<file path="src/rtl/uart_pkg.sv">
// Shared UART constants: default rates and frame layout (start + data + stop).
package uart_pkg;
  localparam int CLK_HZ     = 50_000_000;
  localparam int BAUD       = 9600;
  localparam int DATA_BITS  = 8;
  localparam int START_BITS = 1;
  localparam int STOP_BITS  = 1;
  localparam int FRAME_BITS = START_BITS + DATA_BITS + STOP_BITS;
  localparam int CNT0_W     = 16;
  localparam int CNT1_W     = 4;

  function automatic int bps_cnt(input int clk_hz, input int baud);
    return clk_hz / baud;
  endfunction
endpackage

</file>
<file path="src/rtl/uart_rx_if.sv">
// Receiver-side bus: serial line in, recovered byte and strobes out.
interface uart_rx_if;
  logic       din;
  logic [7:0] dout;
  logic       dout_vld;
  logic       frame_err;

  // master: drives the line and consumes the recovered bytes
  modport master (output din, input dout, input dout_vld, input frame_err);
  // slave: the receiver itself
  modport slave  (input din, output dout, output dout_vld, output frame_err);
endinterface

</file>
<file path="src/rtl/uart_sync.sv">
// Two-flop synchronizer plus an edge flop for an asynchronous input.
// Flops reset to RST_VAL so an idle-high line produces no spurious edge.
module uart_sync #(
  parameter logic RST_VAL = 1'b1
) (
  input  logic clk,
  input  logic rst_n,
  input  logic i_async,
  output logic o_sync,
  output logic o_fall
);
  logic r_s1, r_s2, r_s3;

  // shift the async level through the synchronizer and edge-detect stage
  always_ff @(posedge clk or negedge rst_n) begin
    if (!rst_n) begin
      r_s1 <= RST_VAL;
      r_s2 <= RST_VAL;
      r_s3 <= RST_VAL;
    end else begin
      r_s1 <= i_async;
      r_s2 <= r_s1;
      r_s3 <= r_s2;
    end
  end

  assign o_sync = r_s2;
  assign o_fall = r_s3 & ~r_s2;
endmodule

</file>
<file path="src/rtl/uart_rx.sv">
// 8N1 UART receiver with mid-bit sampling. The stop bit is only sampled at
// its middle and the FSM returns to IDLE right there, so a transmitter with
// a half-length stop bit can be followed without losing the next start edge.
module uart_rx
  import uart_pkg::*;
#(
  parameter int CLK     = CLK_HZ,
  parameter int BPS     = BAUD,
  parameter int BPS_CNT = bps_cnt(CLK, BPS)
) (
  input  logic     clk,
  input  logic     rst_n,
  uart_rx_if.slave bus
);
  typedef enum logic [1:0] {S_IDLE, S_START, S_DATA, S_STOP} state_t;

  localparam logic [CNT0_W-1:0] C_MID  = CNT0_W'(BPS_CNT / 2 - 1);
  localparam logic [CNT0_W-1:0] C_END  = CNT0_W'(BPS_CNT - 1);
  localparam logic [CNT1_W-1:0] C_LAST = CNT1_W'(DATA_BITS - 1);

  state_t                 r_state;
  logic [CNT0_W-1:0]      r_cnt0;
  logic [CNT1_W-1:0]      r_cnt1;
  logic [DATA_BITS-1:0]   r_shift;
  logic [DATA_BITS-1:0]   r_dout;
  logic                   r_dout_vld;
  logic                   r_frame_err;

  logic w_rx, w_fall, w_mid, w_end;

  uart_sync #(.RST_VAL(1'b1)) u_sync (
    .clk     (clk),
    .rst_n   (rst_n),
    .i_async (bus.din),
    .o_sync  (w_rx),
    .o_fall  (w_fall)
  );

  assign w_mid = (r_cnt0 == C_MID);
  assign w_end = (r_cnt0 == C_END);

  // frame FSM with bit timer, data shift register and registered strobes
  always_ff @(posedge clk or negedge rst_n) begin
    if (!rst_n) begin
      r_state     <= S_IDLE;
      r_cnt0      <= '0;
      r_cnt1      <= '0;
      r_shift     <= '0;
      r_dout      <= '0;
      r_dout_vld  <= 1'b0;
      r_frame_err <= 1'b0;
    end else begin
      r_dout_vld  <= 1'b0;
      r_frame_err <= 1'b0;
      case (r_state)
        S_IDLE: begin
          r_cnt0 <= '0;
          r_cnt1 <= '0;
          if (w_fall) r_state <= S_START;
        end
        S_START: begin
          if (w_mid && w_rx) begin
            // line back high at mid start bit: treat as a glitch
            r_cnt0  <= '0;
            r_state <= S_IDLE;
          end else if (w_end) begin
            r_cnt0  <= '0;
            r_state <= S_DATA;
          end else begin
            r_cnt0 <= r_cnt0 + 1'b1;
          end
        end
        S_DATA: begin
          if (w_mid) r_shift[r_cnt1[2:0]] <= w_rx;
          if (w_end) begin
            r_cnt0 <= '0;
            if (r_cnt1 == C_LAST) begin
              r_cnt1  <= '0;
              r_state <= S_STOP;
            end else begin
              r_cnt1 <= r_cnt1 + 1'b1;
            end
          end else begin
            r_cnt0 <= r_cnt0 + 1'b1;
          end
        end
        S_STOP: begin
          if (w_mid) begin
            r_cnt0  <= '0;
            r_state <= S_IDLE;
            if (w_rx) begin
              r_dout     <= r_shift;
              r_dout_vld <= 1'b1;
            end else begin
              r_frame_err <= 1'b1;
            end
          end else begin
            r_cnt0 <= r_cnt0 + 1'b1;
          end
        end
        default: begin
          r_cnt0  <= '0;
          r_cnt1  <= '0;
          r_state <= S_IDLE;
        end
      endcase
    end
  end

  assign bus.dout      = r_dout;
  assign bus.dout_vld  = r_dout_vld;
  assign bus.frame_err = r_frame_err;
endmodule

</file>
<file path="src/flat_wrapper.sv">
// flat-port wrapper written by rule: the top's interface ports become plain ports
module uart_rx_flat import uart_pkg::*;
#(
  parameter int CLK     = CLK_HZ,
  parameter int BPS     = BAUD,
  parameter int BPS_CNT = bps_cnt(CLK, BPS)
)
  (clk, rst_n, bus_din, bus_dout, bus_dout_vld, bus_frame_err);
  uart_rx_if bus_i ();
  input  logic clk;
  input  logic rst_n;
  input wire logic [$bits(bus_i.din)-1:0] bus_din;
  output wire logic [$bits(bus_i.dout)-1:0] bus_dout;
  output wire logic [$bits(bus_i.dout_vld)-1:0] bus_dout_vld;
  output wire logic [$bits(bus_i.frame_err)-1:0] bus_frame_err;
  assign bus_i.din = bus_din;
  assign bus_dout = bus_i.dout;
  assign bus_dout_vld = bus_i.dout_vld;
  assign bus_frame_err = bus_i.frame_err;
  uart_rx #(.CLK(CLK), .BPS(BPS), .BPS_CNT(BPS_CNT)) u_core (.clk(clk), .rst_n(rst_n), .bus(bus_i));
endmodule
</file>
<file path="config.mk">
export PLATFORM = sky130hd
export DESIGN_NAME = uart_rx_flat
export DESIGN_NICKNAME = d
export VERILOG_FILES = /design/src/rtl/uart_pkg.sv /design/src/rtl/uart_rx_if.sv /design/src/rtl/uart_sync.sv /design/src/rtl/uart_rx.sv /design/src/flat_wrapper.sv
export SDC_FILE = /design/constraint.sdc
export NUM_CORES = 1
export LEC_CHECK = 0
export CORE_MARGIN = 4
export CORE_UTILIZATION = 40
export CTS_BUF_LIST = sky130_fd_sc_hd__clkbuf_4
export CTS_CLUSTER_DIAMETER = 50
export DETAILED_ROUTE_END_ITERATION = 8
export GPL_ROUTABILITY_DRIVEN = 0
export PLACE_DENSITY_LB_ADDON = 0.2
export SETUP_SLACK_MARGIN = 0.5
export SYNTH_ARGS = -nofsm -noshare
export SYNTH_HDL_FRONTEND = slang
export SYNTH_HIERARCHICAL = 1
export SYNTH_SLANG_ARGS = --single-unit
</file>
<file path="constraint.sdc">
create_clock -name clk -period 4.56 [get_ports clk]
set_input_delay 0.684 -clock clk [delete_from_list [all_inputs] [get_ports clk]]
set_output_delay 0.684 -clock clk [all_outputs]
set_load 0.02 [all_outputs]
</file>
==> results of run 1 <==
[cells by family (layout without fill, tap and decap cells)]
kind of cell	count (synthesis)	after routing	synth area share, %
buf+inv	15	26	4.72
simple gates	62	62	20.0
compound gates	33	33	10.5
fa+ha+maj	2	2	1.15
xor+xnor	13	13	5.24
flops	43	43	49.7
mux	17	17	8.80
[through the flow]
step	setup WS (ns)	hold slack, ns	area, um^2	utilization, %
floorplan	2.76	0.345	2170	-
global placement	2.42	0.346	2300	44.4
detailed placement	2.27	0.348	2300	44.4
CTS	2.26	0.366	2350	45.5
global route	2.03	0.374	2350	45.5
finish	2.29	0.364	2350	45.5
[layout make-up]
type                    instances  area (um^2)
repair buffers                 12          115
clock buffers                   5         37.5
multi-input cells             127          992
fillers                       488         2820
clock inverters                 3         20.0
flip-flops and latches         43         1080
inverters                       6         22.5
well taps                      70         87.6
[worst paths after layout]
path / from / end / cells after the start
max: u_core/r_cnt0[2] / u_core/r_cnt0[1] / 4
min: u_core/u_sync/r_s1 / u_core/u_sync/o_sync / 0
max reg2reg: u_core/r_cnt0[2] / u_core/r_cnt0[1] / 4
min reg2reg: u_core/u_sync/r_s1 / u_core/u_sync/o_sync / 0
max in group asynchronous: rst_n / u_core/r_cnt0[7] / 1
min in group asynchronous: rst_n / u_core/r_cnt1[3] / 1
[metal layers]
metal | vias to the layer above | part of all wire [%] | GRT usage, %
met5 | - | 0 | 0
met4 | 0 | 1.3 | 4.49
met3 | 6 | 3.6 | 3.29
met2 | 28 | 51 | 25.6
met1 | 738 | 44 | 18.5
li1 | 714 | - | -
[placed cells by master, fill, tap and decap left out, drive strengths merged, types with 3 or more instances in the layout]
cell type	n
a21oi	14
and3	3
and4	4
clkbuf	5
clkdlybuf4s50	11
dfrtp	40
dfstp	3
inv	6
mux2	17
nand2	4
nand3	9
nand4	10
nor2	5
nor3	10
o211ai	5
xnor2	5
xor2	8
[worst max-delay path: stages, from the launching register on]
cell and delay (ns):
sky130_fd_sc_hd__dfrtp_1 0.48, sky130_fd_sc_hd__nor4b_2 0.45, sky130_fd_sc_hd__nand4_2 0.35, sky130_fd_sc_hd__o211ai_2 0.66, sky130_fd_sc_hd__a21boi_0 0.18
[flip-flops by register name, indices dropped and copies added (netlist names), named ones only]
signal and count:
u_core/r_state 1, u_core/bus.dout_vld 1, u_core/r_shift 8, u_core/r_cnt0 16, u_core/u_sync/r_s1 1, u_core/bus.dout 8, u_core/r_cnt1 4, u_core/bus.frame_err 1
u_core/u_sync/r_s3 1, u_core/u_sync/o_sync 1
[where the power goes]
part | switching, mW | internal (mW) | leakage, nW
Combinational | 0.0447 | 0.0427 | 0.405
Clock | 0.122 | 0.0589 | 0.0272
Sequential | 0.0514 | 0.414 | 0.572
==> report_table.html, run 1 <==
<table>
<tr><th>Metric</th><th>Value</th></tr>
<tr><th colspan="2">Status</th></tr>
<tr><td>Status</td><td>finished, final reports clean</td></tr>
<tr><th colspan="2">Drt</th></tr>
<tr><td>Antenna violation net count after detailed routing</td><td>0</td></tr>
<tr><td>Total Wirelength</td><td>4.17 mm</td></tr>
<tr><td>DRC violation count after routing</td><td>0</td></tr>
<tr><td>Routed vias</td><td>1,486</td></tr>
<tr><td>Violation count after the first detailed-routing iteration</td><td>136</td></tr>
<tr><td>Via count normalized by instance count</td><td>5.59</td></tr>
<tr><td>Routed wire length per instance</td><td>15.7 um</td></tr>
<tr><td>Total iterations of the first detailed-routing run</td><td>4</td></tr>
<tr><th colspan="2">CTS</th></tr>
<tr><td>Worst-Skew Late Latency</td><td>0.36 ns</td></tr>
<tr><td>Bufs on Longest Clock Path</td><td>2</td></tr>
<tr><td>Clock root cell</td><td>sky130_fd_sc_hd__clkbuf_4</td></tr>
<tr><td>Clock tree sinks</td><td>43</td></tr>
<tr><td>Cts bufs inserted</td><td>5</td></tr>
<tr><td>Htree depth</td><td>2</td></tr>
<tr><td>Post-cts gate resize count</td><td>0</td></tr>
<tr><td>Setup Buffers After CTS</td><td>0</td></tr>
<tr><td>Clock slew at the register clock pins of the worst setup and hold paths</td><td>0.12 ns</td></tr>
<tr><td>Hold buffer count at CTS</td><td>0</td></tr>
<tr><td>TritonCTS clock tree</td><td>done</td></tr>
<tr><th colspan="2">Synthesis</th></tr>
<tr><td>Flip-flop and latch count after synthesis</td><td>43</td></tr>
<tr><td>Most numerous cell in the Yosys netlist</td><td>sky130_fd_sc_hd__dfrtp_1</td></tr>
<tr><td>Post-synth EDFFs</td><td>0</td></tr>
<tr><td>Synth top area share</td><td>46.0%</td></tr>
<tr><td>Synthesis warning total</td><td>6</td></tr>
<tr><td>FFs w/ async S/R, synth</td><td>100%</td></tr>
<tr><td>Cell type with the highest aggregate area in the netlist</td><td>sky130_fd_sc_hd__dfrtp_1</td></tr>
<tr><td>Leading post-synthesis cells by instance count</td><td>sky130_fd_sc_hd__dfrtp_1 (40), sky130_fd_sc_hd__mux2_2 (17), sky130_fd_sc_hd__a21oi_1 (14)</td></tr>
<tr><td>Average footprint of a synthesized cell</td><td>11.8 um^2</td></tr>
<tr><td>Cell types occupying the most area after synthesis</td><td>sky130_fd_sc_hd__dfrtp_1 (46%), sky130_fd_sc_hd__mux2_2 (8.8%), sky130_fd_sc_hd__dfstp_2 (3.6%)</td></tr>
<tr><td>Sequential-to-total area share from yosys stat</td><td>49.7%</td></tr>
<tr><td>Primary FF master, synth</td><td>sky130_fd_sc_hd__dfrtp_1</td></tr>
<tr><td>Syn Std Cell Area</td><td>2170 um^2</td></tr>
<tr><td>Number of distinct library cells after synthesis</td><td>53</td></tr>
<tr><td>Cell count after synthesis</td><td>185</td></tr>
<tr><td>Post-synthesis net count</td><td>190</td></tr>
<tr><th colspan="2">Floorplanning</th></tr>
<tr><td>Number of ports placed on the die boundary</td><td>13</td></tr>
<tr><td>Standard-cell row count</td><td>26</td></tr>
<tr><td>Die height</td><td>81.7 um</td></tr>
<tr><td>Initial cell density of the core</td><td>42.0%</td></tr>
<tr><td>Floorplan Core Area</td><td>5170 um^2</td></tr>
<tr><td>Die width</td><td>81.7 um</td></tr>
<tr><td>Area enclosed by the die boundary</td><td>6680 um^2</td></tr>
<tr><th colspan="2">Layout</th></tr>
<tr><td>Growth of design area from synthesis to finish</td><td>8.29%</td></tr>
<tr><td>Diodes inserted</td><td>0</td></tr>
<tr><td>Fraction of final layout cells with drive strength greater than 1</td><td>22.4%</td></tr>
<tr><td>Post-Layout Cell Count</td><td>266</td></tr>
<tr><td>Post-layout net count</td><td>200</td></tr>
<tr><th colspan="2">Timing</th></tr>
<tr><td>Clk_skew</td><td>0.0114 ns</td></tr>
<tr><td>Tightest slew margin relative to the limit</td><td>38.1%</td></tr>
<tr><td>Total negative slack for setup checks</td><td>0 ns</td></tr>
<tr><td>Timing-limited maximum frequency</td><td>0.441 GHz</td></tr>
<tr><td>Count of endpoints failing hold in the final timing report</td><td>0</td></tr>
<tr><td>Setup Viol. Count Final</td><td>0</td></tr>
<tr><td>Crit share post-route</td><td>49.8%</td></tr>
<tr><td>Unrepaired setup endpoints after global routing</td><td>no</td></tr>
<tr><td>Count of final max-slew check failures</td><td>0</td></tr>
<tr><td>Transition time of the tightest slew-check pin</td><td>0.929 ns</td></tr>
<tr><td>Time the final worst path needs with I/O delays and setup</td><td>2.27 ns</td></tr>
<tr><th colspan="2">Flow run</th></tr>
<tr><td>Maxcap violations</td><td>0</td></tr>
<tr><th colspan="2">Worst setup path</th></tr>
<tr><td>Highest net fanout along the worst path</td><td>16</td></tr>
<tr><td>Type of the setup path with the least slack</td><td>flip-flop to flip-flop</td></tr>
<tr><td>Data required time of the critical path</td><td>4.76 ns</td></tr>
<tr><td>Critical Path AT</td><td>2.47 ns</td></tr>
<tr><td>Crit path launch type</td><td>flip-flop</td></tr>
<tr><td>Kind of end point of the critical path</td><td>flip-flop</td></tr>
<tr><td>Setup slack, reg-to-reg</td><td>2.29 ns</td></tr>
<tr><th colspan="2">Power</th></tr>
<tr><td>IR Drop Worst-Case VDD</td><td>0.000225 V</td></tr>
<tr><td>Power consumption</td><td>0.734 mW</td></tr>
<tr><td>Static power due to leakage</td><td>1.00 nW</td></tr>
<tr><td>P per Cell Area</td><td>312 nW/um^2</td></tr>
<tr><th colspan="2">Min path</th></tr>
<tr><td>Worst Hold Class</td><td>flip-flop to flip-flop</td></tr>
<tr><th colspan="2">Placement</th></tr>
<tr><td>Number of buffers added on ports</td><td>12</td></tr>
<tr><td>Inst Count DP</td><td>258</td></tr>
<tr><td>Final HPWL DP</td><td>2.98 mm</td></tr>
<tr><th colspan="2">Global routing</th></tr>
<tr><td>Vias in the first global route</td><td>1,569</td></tr>
<tr><td>Total grt overflow</td><td>0</td></tr>
<tr><td>Pin count of the biggest net entering global routing</td><td>44</td></tr>
<tr><td>Global-route usage over all layers</td><td>14.8%</td></tr>
<tr><td>Global-route wire length before repair</td><td>7.66 mm</td></tr>
<tr><td>Initial antenna violation count</td><td>0</td></tr>
</table>
(Power assumes the default switching activity.)
==> inputs of run 2 (changes only) <==
==> constraint.sdc (replaced) <==
create_clock -name clk -period 1.9 [get_ports clk]
set_input_delay 0.285 -clock clk [delete_from_list [all_inputs] [get_ports clk]]
set_output_delay 0.285 -clock clk [all_outputs]
set_load 0.02 [all_outputs]
==> report_table.html, run 2 (synthesized netlist as in run 1, its figures left out) <==
<table>
<tr><th>Metric</th><th>Value</th></tr>
<tr><th colspan="2">Timing</th></tr>
<tr><td>Timing-limited maximum frequency</td><td>0.533 GHz</td></tr>
<tr><td>Count of endpoints failing hold in the final timing report</td><td>34</td></tr>
<tr><td>Time the final worst path needs with I/O delays and setup</td><td>1.88 ns</td></tr>
<tr><td>Post-layout worst setup margin</td><td>0.0248 ns</td></tr>
<tr><td>Count of final max-slew check failures</td><td>0</td></tr>
<tr><td>Tightest slew margin relative to the limit</td><td>63.5%</td></tr>
<tr><td>Clk_skew</td><td>0.0139 ns</td></tr>
<tr><td>Unrepaired setup endpoints after global routing</td><td>yes</td></tr>
<tr><td>Setup Viol. Count Final</td><td>0</td></tr>
<tr><td>Transition time of the tightest slew-check pin</td><td>0.547 ns</td></tr>
<tr><td>Worst slack on hold paths</td><td>-0.0223 ns</td></tr>
<tr><td>Crit share post-route</td><td>98.7%</td></tr>
<tr><th colspan="2">Layout</th></tr>
<tr><td>Flip-flop and latch area</td><td>1080 um^2</td></tr>
<tr><td>Commonest non-fill, non-tap cells in the layout</td><td>sky130_fd_sc_hd__dfrtp_1 (40), sky130_fd_sc_hd__buf_4 (26), sky130_fd_sc_hd__a21oi_1 (14), sky130_fd_sc_hd__mux2_4 (12)</td></tr>
<tr><td>Post-Layout Cell Count</td><td>301</td></tr>
<tr><td>Cell area after layout</td><td>2910 um^2</td></tr>
<tr><td>Most common library cell in the layout ignoring fill and taps</td><td>sky130_fd_sc_hd__dfrtp_1</td></tr>
<tr><td>Total area of multi-input combinational cells</td><td>1180 um^2</td></tr>
<tr><td>Post-layout net count</td><td>235</td></tr>
<tr><td>Diodes inserted</td><td>0</td></tr>
<tr><td>Max FFs per register</td><td>16</td></tr>
<tr><td>Growth of design area from synthesis to finish</td><td>33.8%</td></tr>
<tr><td>Register bank with the most flops</td><td>u_core/r_cnt0</td></tr>
<tr><td>Final Core Density</td><td>56.3%</td></tr>
<tr><td>Fraction of final layout cells with drive strength greater than 1</td><td>41.6%</td></tr>
<tr><td>Filler cells</td><td>420</td></tr>
<tr><th colspan="2">Floorplanning</th></tr>
<tr><td>Number of ports placed on the die boundary</td><td>13</td></tr>
<tr><td>Die height</td><td>81.7 um</td></tr>
<tr><td>Die width</td><td>81.7 um</td></tr>
<tr><td>Standard-cell row count</td><td>26</td></tr>
<tr><td>Area enclosed by the die boundary</td><td>6680 um^2</td></tr>
<tr><td>Floorplan Core Area</td><td>5170 um^2</td></tr>
<tr><td>Initial cell density of the core</td><td>42.0%</td></tr>
<tr><th colspan="2">Global routing</th></tr>
<tr><td>Most used routing layer in global routing</td><td>met2</td></tr>
<tr><td>Total grt overflow</td><td>0</td></tr>
<tr><td>Vias in the first global route</td><td>1,677</td></tr>
<tr><td>Pin count of the biggest net entering global routing</td><td>44</td></tr>
<tr><td>Global-route wire length before repair</td><td>8.09 mm</td></tr>
<tr><td>Global routing usage on met1</td><td>19.7%</td></tr>
<tr><td>Met2 usage</td><td>27.0%</td></tr>
<tr><td>Initial antenna violation count</td><td>0</td></tr>
<tr><td>Met3 GRT Util</td><td>3.62%</td></tr>
<tr><td>Global-route usage over all layers</td><td>15.7%</td></tr>
<tr><th colspan="2">CTS</th></tr>
<tr><td>Cts bufs inserted</td><td>5</td></tr>
<tr><td>Bufs on Longest Clock Path</td><td>2</td></tr>
<tr><td>Worst-Skew Late Latency</td><td>0.36 ns</td></tr>
<tr><td>Clock tree sinks</td><td>43</td></tr>
<tr><td>Clock root cell</td><td>sky130_fd_sc_hd__clkbuf_4</td></tr>
<tr><td>Clock slew at the register clock pins of the worst setup and hold paths</td><td>0.13 ns</td></tr>
<tr><td>Hold buffer count at CTS</td><td>0</td></tr>
<tr><td>TritonCTS clock tree</td><td>done</td></tr>
<tr><td>Htree depth</td><td>2</td></tr>
<tr><th colspan="2">Worst setup path</th></tr>
<tr><td>Combined buffer and inverter count along the critical path</td><td>1</td></tr>
<tr><td>Kind of cell adding the most delay to the critical path</td><td>simple AND/OR/NAND/NOR gates</td></tr>
<tr><td>Critical Path AT</td><td>2.14 ns</td></tr>
<tr><td>Critical path, cell by cell</td><td>ha_4 -&gt; and4bb_2 -&gt; nand4_4 -&gt; buf_4 -&gt; nor3_2 -&gt; mux2_2</td></tr>
<tr><td>CP max stage cell</td><td>sky130_fd_sc_hd__dfrtp_1</td></tr>
<tr><td>Kind of end point of the critical path</td><td>flip-flop</td></tr>
<tr><td>Peak per-stage delay on the critical path</td><td>0.42 ns</td></tr>
<tr><td>Crit path launch type</td><td>flip-flop</td></tr>
<tr><td>Highest net fanout along the worst path</td><td>6</td></tr>
<tr><td>Type of the setup path with the least slack</td><td>flip-flop to flip-flop</td></tr>
<tr><td>Data required time of the critical path</td><td>2.17 ns</td></tr>
<tr><th colspan="2">Placement</th></tr>
<tr><td>Number of buffers added on ports</td><td>12</td></tr>
<tr><td>Placed Instance Area</td><td>2510 um^2</td></tr>
<tr><td>Final HPWL DP</td><td>3.23 mm</td></tr>
<tr><td>Inst Count DP</td><td>278</td></tr>
<tr><td>Placement Setup Slack</td><td>0.0188 ns</td></tr>
<tr><th colspan="2">Power</th></tr>
<tr><td>P per Cell Area</td><td>762 nW/um^2</td></tr>
<tr><td>Static power due to leakage</td><td>1.28 nW</td></tr>
<tr><td>IR Drop Worst-Case VDD</td><td>0.000541 V</td></tr>
<tr><th colspan="2">Drt</th></tr>
<tr><td>Total Wirelength</td><td>5.11 mm</td></tr>
<tr><td>Routed wire length per instance</td><td>17.0 um</td></tr>
<tr><td>Routed vias</td><td>1,662</td></tr>
<tr><td>Via count normalized by instance count</td><td>5.52</td></tr>
<tr><td>Violation count after the first detailed-routing iteration</td><td>188</td></tr>
<tr><td>DRC violation count after routing</td><td>0</td></tr>
<tr><td>Antenna violation net count after detailed routing</td><td>0</td></tr>
<tr><td>Total iterations of the first detailed-routing run</td><td>4</td></tr>
<tr><th colspan="2">Flow run</th></tr>
<tr><td>Maxcap violations</td><td>0</td></tr>
<tr><th colspan="2">Status</th></tr>
<tr><td>Violations in the final reports</td><td>hold timing</td></tr>
<tr><td>Status</td><td>finished with violations</td></tr>
<tr><th colspan="2">Min path</th></tr>
<tr><td>Worst Hold Class</td><td>input pin to async pin</td></tr>
</table>
[run 2: final timing paths]
kind                                    start                    to  slack [ns]  cells after the start
setup / recovery             u_core/r_cnt0[1]     u_core/r_shift[1]        0.02                      6
hold reg to reg            u_core/u_sync/r_s1  u_core/u_sync/o_sync        0.37                      0
min in group clk                      bus_din    u_core/u_sync/r_s1        0.32                      1
setup reg to reg             u_core/r_cnt0[1]     u_core/r_shift[1]        0.02                      6
max in group asynchronous               rst_n    u_core/u_sync/r_s1        1.53                      2
hold / removal                          rst_n     u_core/r_shift[6]       -0.02                      2
[run 2: area by class of cell]
type | instances | share of cell area [%]
Multi-Input combinational cell | 127 | 40.7
Timing Repair Buffer | 47 | 14.8
Sequential cell | 43 | 37.1
Clock buffer | 5 | 1.29
Clock inverter | 3 | 2.32
Inverter | 6 | 0.774
Tap cell | 70 | 3.01
[run 2: timing repair]
action	CTS	global route
setup endpoints to repair	49	48
setup buffers	10	5
resized for setup	27	30
pin swaps	11	11
[run 2: metrics by stage]
step | power (mW) | setup TNS, ns
finish | 2.22 | 0
global route | 2.34 | -0.0616
CTS | 2.19 | 0
detailed placement | 1.44 | 0
global placement | 1.42 | 0
floorplan | 1.28 | 0
[run 2: power by group]
part / switching (mW) / internal (mW)
Clock: 0.304 / 0.409
Combinational: 0.206 / 0.222
Sequential: 0.0828 / 0.994
[run 2: worst register-to-register path, delay by kind of cell, from the launching register on]
family | cells | cell delay (ns)
simple gates | 3 | 0.64
flops | 1 | 0.42
mux | 1 | 0.35
buf+inv | 1 | 0.21
fa+ha+maj | 1 | 0.17
[run 2: layer usage]
layer	up-vias	routed length (um)
met5	-	0
met4	0	63
met3	9	184
met2	32	2690
met1	841	2170
li1	780	-
